File: src/rtl/debounce_pkg.sv
// Shared defaults and helpers for the keypad debouncer.
package debounce_pkg;

  localparam int unsigned DB_DEFAULT_TICKS = 8;
  localparam int unsigned DB_DEFAULT_SYNC  = 2;

  // Counter only needs to reach ticks-1, so $clog2(ticks) bits suffice.
  function automatic int unsigned db_cnt_w(input int unsigned ticks);
    return (ticks < 2) ? 1 : $clog2(ticks);
  endfunction

endpackage

File: src/rtl/debounce_channel.sv
// One debouncer lane: synchroniser, stability counter, accepted level and edge pulses.
module debounce_channel
  import debounce_pkg::*;
#(
  parameter int unsigned STABLE_TICKS = DB_DEFAULT_TICKS,
  parameter bit          ACTIVE_LOW   = 1'b1,
  parameter int unsigned SYNC_STAGES  = DB_DEFAULT_SYNC
) (
  input  logic clk,
  input  logic rst_n,
  input  logic tick_en,
  input  logic raw,
  output logic db,
  output logic press_p,
  output logic release_p
);

  localparam int unsigned     CntW    = db_cnt_w(STABLE_TICKS);
  localparam logic [CntW-1:0] CntMax  = CntW'(STABLE_TICKS - 1);
  // Raw pin level when the key is not pressed.
  localparam logic            IdleLvl = ACTIVE_LOW;

  logic [SYNC_STAGES-1:0] sync_q;
  logic [CntW-1:0]        cnt_q, cnt_d;
  logic                   db_q, db_d;
  logic                   press_q, press_d;
  logic                   release_q, release_d;
  logic                   lvl;

  // Synchroniser runs every clk; reset to idle so deassertion cannot fake an edge.
  always_ff @(posedge clk or negedge rst_n) begin
    if (!rst_n) begin
      sync_q <= {SYNC_STAGES{IdleLvl}};
    end else begin
      sync_q <= {sync_q[SYNC_STAGES-2:0], raw};
    end
  end

  assign lvl = ACTIVE_LOW ? ~sync_q[SYNC_STAGES-1] : sync_q[SYNC_STAGES-1];

  // Any sample matching the accepted level restarts qualification from zero.
  always_comb begin
    cnt_d     = cnt_q;
    db_d      = db_q;
    press_d   = 1'b0;
    release_d = 1'b0;
    if (tick_en) begin
      if (lvl == db_q) begin
        cnt_d = '0;
      end else if (cnt_q == CntMax) begin
        db_d      = lvl;
        cnt_d     = '0;
        press_d   = lvl;
        release_d = ~lvl;
      end else begin
        cnt_d = cnt_q + 1'b1;
      end
    end
  end

  // Accepted level, counter and one-clk pulses.
  always_ff @(posedge clk or negedge rst_n) begin
    if (!rst_n) begin
      cnt_q     <= '0;
      db_q      <= 1'b0;
      press_q   <= 1'b0;
      release_q <= 1'b0;
    end else begin
      cnt_q     <= cnt_d;
      db_q      <= db_d;
      press_q   <= press_d;
      release_q <= release_d;
    end
  end

  assign db        = db_q;
  assign press_p   = press_q;
  assign release_p = release_q;

endmodule

File: src/rtl/module_debounce_vec.sv
// N-channel keypad row debouncer with aggregate press strobe and any-pressed level.
module module_debounce_vec
  import debounce_pkg::*;
#(
  parameter int unsigned N_CH         = 4,
  parameter int unsigned STABLE_TICKS = DB_DEFAULT_TICKS,
  parameter bit          ACTIVE_LOW   = 1'b1,
  parameter int unsigned SYNC_STAGES  = DB_DEFAULT_SYNC
) (
  input  logic            clk,
  input  logic            rst_n,
  input  logic            tick_en,
  input  logic [N_CH-1:0] filas_in,
  output logic [N_CH-1:0] filas_db,
  output logic [N_CH-1:0] press_p,
  output logic [N_CH-1:0] release_p,
  output logic            enable,
  output logic            any_pressed
);

  for (genvar i = 0; i < N_CH; i++) begin : gen_ch
    debounce_channel #(
      .STABLE_TICKS (STABLE_TICKS),
      .ACTIVE_LOW   (ACTIVE_LOW),
      .SYNC_STAGES  (SYNC_STAGES)
    ) u_channel (
      .clk       (clk),
      .rst_n     (rst_n),
      .tick_en   (tick_en),
      .raw       (filas_in[i]),
      .db        (filas_db[i]),
      .press_p   (press_p[i]),
      .release_p (release_p[i])
    );
  end

  // Aggregates are plain ORs of registered outputs, so they add no latency.
  assign enable      = |press_p;
  assign any_pressed = |filas_db;

endmodule
File: config.mk
export PLATFORM = sky130hd
export DESIGN_NAME = module_debounce_vec
export DESIGN_NICKNAME = d
export VERILOG_FILES = /design/src/rtl/debounce_pkg.sv /design/src/rtl/debounce_channel.sv /design/src/rtl/module_debounce_vec.sv
export SDC_FILE = /design/constraint.sdc
export NUM_CORES = 1
export LEC_CHECK = 0
export CORE_MARGIN = 3
export CORE_UTILIZATION = 60
export DETAILED_ROUTE_END_ITERATION = 7
export DONT_BUFFER_PORTS = 1
export PLACE_DENSITY_LB_ADDON = 0.3
export SYNTH_ARGS = -nofsm -noshare
export SYNTH_HDL_FRONTEND = slang
export SYNTH_SLANG_ARGS = --single-unit
File: constraint.sdc
create_clock -name clk -period 2.4 [get_ports clk]
set_input_delay 0.36 -clock clk [delete_from_list [all_inputs] [get_ports clk]]
set_output_delay 0.36 -clock clk [all_outputs]
set_load 0.02 [all_outputs]
==> results.yml, run 1 <==
drt:
  drtPass1Iterations: 2
  drc: 0
  ant_nets: 0
  drtIter0Drc: 4
  viasPerCell: 5.34
  routed_wl_mm: 2.12
  wl_per_cell_um: 14.2
  vias: 795
synth:
  synthDistinctLibCells: 16
  synth_seq_area_share_pct: 57.1
  netlist_area_um2: 1420
  avgSynthCellArea_um2: 11.3
  synth-seq-cells: 32
  ys.warnings.count: 0
  synth_nets: 144
  synthCells: 126
sta:
  tightest_slew_ns: 0.400
  fmax_mhz: 523
  setup_viol_count_final: 0
  hold_viol: 0
  finalSetupTns_ns: 0
  finalCriticalPeriod_ns: 1.91
  rsz0062_at_grt: "no"
  skew_ns: 0.00695
  timing.slew.headroom_pct: 73.3
  post-route-period-util_pct: 79.7
  post-route-worst-setup-slack_ns: 0.487
  fin_hold_ws_ns: 0.0303
  finalMaxSlewViolations: 0
cells_and_area:
  utilization_pct: 68.6
  antenna_cells: 0
  final_nets: 139
  stdcell_count: 149
  syn_to_final_growth_pct: 1.59
  fin_area_um2: 1440
  final_layout_size_suffix_gt1_share_pct: 12.3
worst_setup_path:
  crit_path_start_kind: "flop"
  worstSetupEndpointType: "output port"
  crit_slowest_cell: "or4_1"
  crit_required_ns: 2.04
  worst-setup-path-type: "flop to output port"
  crit_buf_inv: 0
  worstPathArrival_ns: 1.55
  path_delay_family: "simple AND/OR/NAND/NOR gates"
  path_cells: "or4_1"
  cpPeakStageDelay_ns: 0.69
  path_max_fanout: 6
cts:
  clk_latency_ns: 0.32
  cts_root_buf: "clkbuf_4"
  clk_pin_slew_worst_paths_ns: 0.10
  cts-resized-gates: 0
  cts_max_path_buffers: 2
  cts_tree: "done"
  cts_sinks: 32
  cts_inserted_buffers: 5
  cts_setup_buffers: 0
  ctsHoldBuffers: 2
  htree_num_levels: 2
placed_design:
  placed_cell_area_um2: 1340
  gp_congestion: 0.681
  hpwl_mm: 1.32
  post-place-ws_ns: 0.834
  dp.cells: 138
  port_buffers: 0
outcome:
  status: "finished, final reports clean"
floorplan:
  pin_count: 21
  start_util_pct: 67.5
  coreArea_um2: 2100
  die_y_um: 54.6
  die-area_um2: 2980
  std_cell_rows: 16
  die_w_um: 54.6
power:
  ir_worst_vdd_mv: 0.508
  p_per_area_nw_per_um2: 803
  leakagePower_nw: 0.730
  fin_total_pwr_mw: 1.16
grt:
  grtUsageTotal_pct: 18.0
  grt_overflow: 0
  grt_pass1_vias: 779
  antenna_found_initial: 0
  grt_pass1_wl_mm: 3.60
  grt_max_degree: 33
flow_run:
  drv_cap: 0
hold_path:
  worstHoldPathType: "input port to flop"
[routing by layer]
layer | global-route usage (%) | vias up | wire length [µm]
met1 | 22.3 | 376 | 979
met2 | 26.4 | 20 | 952
li1 | - | 394 | -
met4 | 11.2 | 0 | 46
met3 | 6.54 | 5 | 142
met5 | 0 | - | 0
[final timing paths]
check,cells after the start,from,end,slack [ns]
worst max-delay path,1,gen_ch[1].u_channel.db$_DFFE_PN0P_,any_pressed,0.49
worst min-delay path,0,filas_in[3],gen_ch[3].u_channel.sync_q[0]$_DFF_PN1_,0.03
worst max register to register,4,gen_ch[3].u_channel.cnt_q[0]$_DFFE_PN0P_,gen_ch[3].u_channel.cnt_q[0]$_DFFE_PN0P_,0.92
worst min register to register,0,gen_ch[1].u_channel.sync_q[0]$_DFF_PN1_,gen_ch[1].u_channel.sync_q[1]$_DFF_PN1_,0.36
max in group asynchronous,2,rst_n,gen_ch[0].u_channel.sync_q[0]$_DFF_PN1_,1.67
min in group asynchronous,2,rst_n,gen_ch[3].u_channel.cnt_q[2]$_DFFE_PN0P_,0.48
[synth_stat cells, drive strengths merged]
library cell	n	area (µm²)
a31oi	1	6.26
dfrtp	24	601
nor3	4	20.0
buf	15	110
nor2	4	15.0
ha	11	138
nand2	18	67.6
or3b	4	35.0
a21oi	1	5.00
inv	15	56.3
mux2i	3	30.0
xor2	4	35.0
o22ai	12	75.1
or4	2	15.0
dfstp	8	210
[worst reg2reg max path, cell delays in order (launching register included)]
cell	delay (ns)
dfrtp_1	0.41
ha_1	0.24
ha_1	0.23
or3b_1	0.39
o22ai_1	0.12
[layout by cell type, fill, tap and decap left out]
| cell type | synthesis | final |
|---|---|---|
| a21oi_1 | 1 | 1 |
| a31oi_1 | 1 | 1 |
| buf_12 | 0 | 1 |
| clkbuf_1 | 0 | 2 |
| clkbuf_4 | 0 | 5 |
| clkbuf_8 | 0 | 1 |
| dfrtp_1 | 24 | 24 |
| dfstp_2 | 8 | 8 |
| dlygate4sd3_1 | 0 | 2 |
| ha_1 | 11 | 11 |
| inv_1 | 15 | 15 |
| mux2i_1 | 3 | 3 |
| nand2_1 | 18 | 18 |
| nor2_1 | 4 | 4 |
| nor3_1 | 4 | 4 |
| o22ai_1 | 12 | 12 |
| or3b_1 | 4 | 4 |
| or4_1 | 2 | 2 |
| xor2_1 | 4 | 4 |
[final cells by class]
cell class | count | area [µm²]
fillers | 141 | 661
inverters | 15 | 56.3
multi-input cells | 64 | 442
well taps | 27 | 33.8
clock buffers | 8 | 58.8
flip-flops and latches | 32 | 811
repair buffers | 3 | 40.0
[kinds of logic after synthesis]
group                      after synthesis  synth area share (%)
AOI/OAI and AO/OA                       14                  6.08
muxes                                    3                  2.12
DFF                                     32                  57.1
and+or+nand+nor                         32                  10.8
buffers and inverters                   30                  11.7
xor gates and xnor gates                 4                  2.47
adders and majority gates               11                  9.70
[power by group]
part	leakage, nW	switching, mW	internal, mW
logic	0.302	0.0837	0.0758
registers	0.395	0.0800	0.607
clock network	0.0326	0.167	0.144
[state kept, by name, summed over array words and instances (netlist names)]
name                        count
gen_ch.u_channel.cnt_q         12
gen_ch.u_channel.db             4
gen_ch.u_channel.release_p      4
gen_ch.u_channel.sync_q         8
gen_ch.u_channel.press_p        4
(Power assumes the default switching activity.)
==> run 2: changes to the inputs <==
==> constraint.sdc (replaced) <==
create_clock -name clk -period 1.8 [get_ports clk]
set_input_delay 0.27 -clock clk [delete_from_list [all_inputs] [get_ports clk]]
set_output_delay 0.27 -clock clk [all_outputs]
set_load 0.02 [all_outputs]
==> run 2 against run 1 <==
Net effect: clock skew grew 0.0078 ns; critical path depth is the same; count of clock-buffer cells in the layout shrank 1; non-clock buffer count grew 6; critical path type unchanged; largest power group unchanged.
==> results.yml, run 2 (synthesis gave the netlist of run 1 again) <==
cts:
  cts_max_path_buffers: 2
  cts_inserted_buffers: 5
  clk_latency_ns: 0.31
  htree_num_levels: 2
  cts_tree: "done"
  cts_sinks: 32
  cts_root_buf: "clkbuf_4"
  clk_pin_slew_worst_paths_ns: 0.10
worst_setup_path:
  crit_path_start_kind: "flop"
  reg2reg_from: "gen_ch[1].u_channel.cnt_q[0]$_DFFE_PN0P_"
  worstSetupEndpointType: "output port"
  startpoint: "gen_ch[1].u_channel.press_p$_DFF_PN0_"
  crit_buf_inv: 0
  crit_end: "enable"
  crit_required_ns: 1.53
  path_delay_family: "simple AND/OR/NAND/NOR gates"
  reg2regPathDepth: 4
  crit_slowest_cell: "or4_1"
  worst-setup-path-type: "flop to output port"
  path_max_fanout: 2
  crit_cells: 1
  cpPeakStageDelay_ns: 0.67
  worstPathArrival_ns: 1.45
  path_cells: "or4_1"
  reg2reg_slack_ns: 0.36
  r2r-end: "gen_ch[1].u_channel.cnt_q[0]$_DFFE_PN0P_"
sta:
  fin_hold_ws_ns: 0.0511
  setup_viol_count_final: 0
  tightest_slew_ns: 0.375
  finalMaxSlewViolations: 0
  finalSetupTns_ns: 0
  fmax_mhz: 581
  finalCriticalPeriod_ns: 1.72
  skew_ns: 0.0147
  post-route-worst-setup-slack_ns: 0.0788
  post-route-period-util_pct: 95.6
  hold_viol: 0
  rsz0062_at_grt: "no"
  timing.slew.headroom_pct: 75.0
cells_and_area:
  syn_to_final_growth_pct: 4.67
  fillers: 140
  largest_register_ffs: 12
  antenna_cells: 0
  stdcell_count: 155
  multi_input_area_um2: 442
  reg_top3: "gen_ch.u_channel.cnt_q x12, gen_ch.u_channel.sync_q x8"
  fin_area_um2: 1490
  seq_area_um2: 811
  largest-register: "gen_ch.u_channel.cnt_q"
  final_nets: 145
  final_layout_size_suffix_gt1_share_pct: 14.1
  final_common_cell: "dfrtp_1"
  final_cell_mix: "dfrtp_1, nand2_1, inv_1"
placed_design:
  placed_cell_area_um2: 1370
  gp_congestion: 0.737
  post-place-ws_ns: 0.391
  hpwl_mm: 1.43
  dp.cells: 141
  port_buffers: 0
drt:
  vias: 860
  routed_wl_mm: 2.08
  drc: 0
  wl_per_cell_um: 13.4
  drtIter0Drc: 13
  viasPerCell: 5.55
  drtPass1Iterations: 4
  ant_nets: 0
floorplan:
  die_w_um: 54.6
  die_y_um: 54.6
  pin_count: 21
  die-area_um2: 2980
  coreArea_um2: 2100
  std_cell_rows: 16
  start_util_pct: 67.5
power:
  leakagePower_nw: 0.753
  p_per_area_nw_per_um2: 1030
  ir_worst_vdd_mv: 0.657
grt:
  antenna_found_initial: 0
  grt_max_degree: 33
  grtUsageTotal_pct: 16.1
  grt_pass1_wl_mm: 3.33
  grt_pass1_vias: 795
  grt_overflow: 0
hold_path:
  worstHoldPathType: "input port to flop"
  min_from: "tick_en"
flow_run:
  drv_cap: 0
outcome:
  status: "finished, final reports clean"
run 2: cell count changes in the layout (fill, tap and decap cells not counted), sizes merged:
cell,change
dlygate4sd3,+3
buf,+3
clkinv,+1
clkbuf,-1
run 2: power by group:
part,switching (mW),internal [mW]
clock network,0.212,0.152
registers,0.0630,0.810
logic,0.165,0.126
run 2: worst reg2reg max path: stages, from the launching register on:
cell and delay (ns):
dfrtp_1 0.40, ha_1 0.23, ha_1 0.23, or3b_1 0.38, o22ai_1 0.12
run 2: worst min path at each step:
| stage | end | depth (start not counted) | slack, ns |
|---|---|---|---|
| 6_report | gen_ch[2].u_channel.cnt_q[0]$_DFFE_PN0P_ | 1 | 0.05 |
| 5_1_grt | gen_ch[2].u_channel.cnt_q[0]$_DFFE_PN0P_ | 1 | 0.03 |
| 4_1_cts | gen_ch[2].u_channel.cnt_q[0]$_DFFE_PN0P_ | 1 | 0.04 |
| 3_5_place_dp | gen_ch[3].u_channel.release_p$_DFF_PN0_ | 0 | -0.02 |
| 3_3_place_gp | gen_ch[3].u_channel.press_p$_DFF_PN0_ | 0 | -0.02 |
| 2_1_floorplan | gen_ch[0].u_channel.cnt_q[0]$_DFFE_PN0P_ | 0 | -0.03 |
run 2: per-layer routing:
metal	vias up	GRT usage [%]	part of all wire, %	wire length (µm)
li1	405	-	-	-
met1	428	19.6	43	890
met2	25	26.0	50	1040
met3	2	6.54	6.6	138
met4	0	4.98	0.62	13
met5	-	0	0	0
run 2: per-stage QoR:
stage               total power [mW]  util [%]
floorplan                       1.10         -
global placement                1.12      64.9
detailed placement              1.15      64.9
CTS                             1.54      70.7
global route                    1.63      70.7
finish                          1.53      70.7
run 2: final cells by class:
type | instances | share of cell area [%]
Inverter | 15 | 3.79
Sequential cell | 32 | 54.6
Multi-Input combinational cell | 64 | 29.7
Clock buffer | 7 | 3.03
Clock inverter | 1 | 0.337
Timing Repair Buffer | 9 | 6.23
Tap cell | 27 | 2.27
run 2: timing repair:
action / in CTS / in global routing
setup buffers: 0 / 0
endpoints found under the hold margin: 36 / 0
hold buffers: 6 / 0
resized for setup: 0 / 0
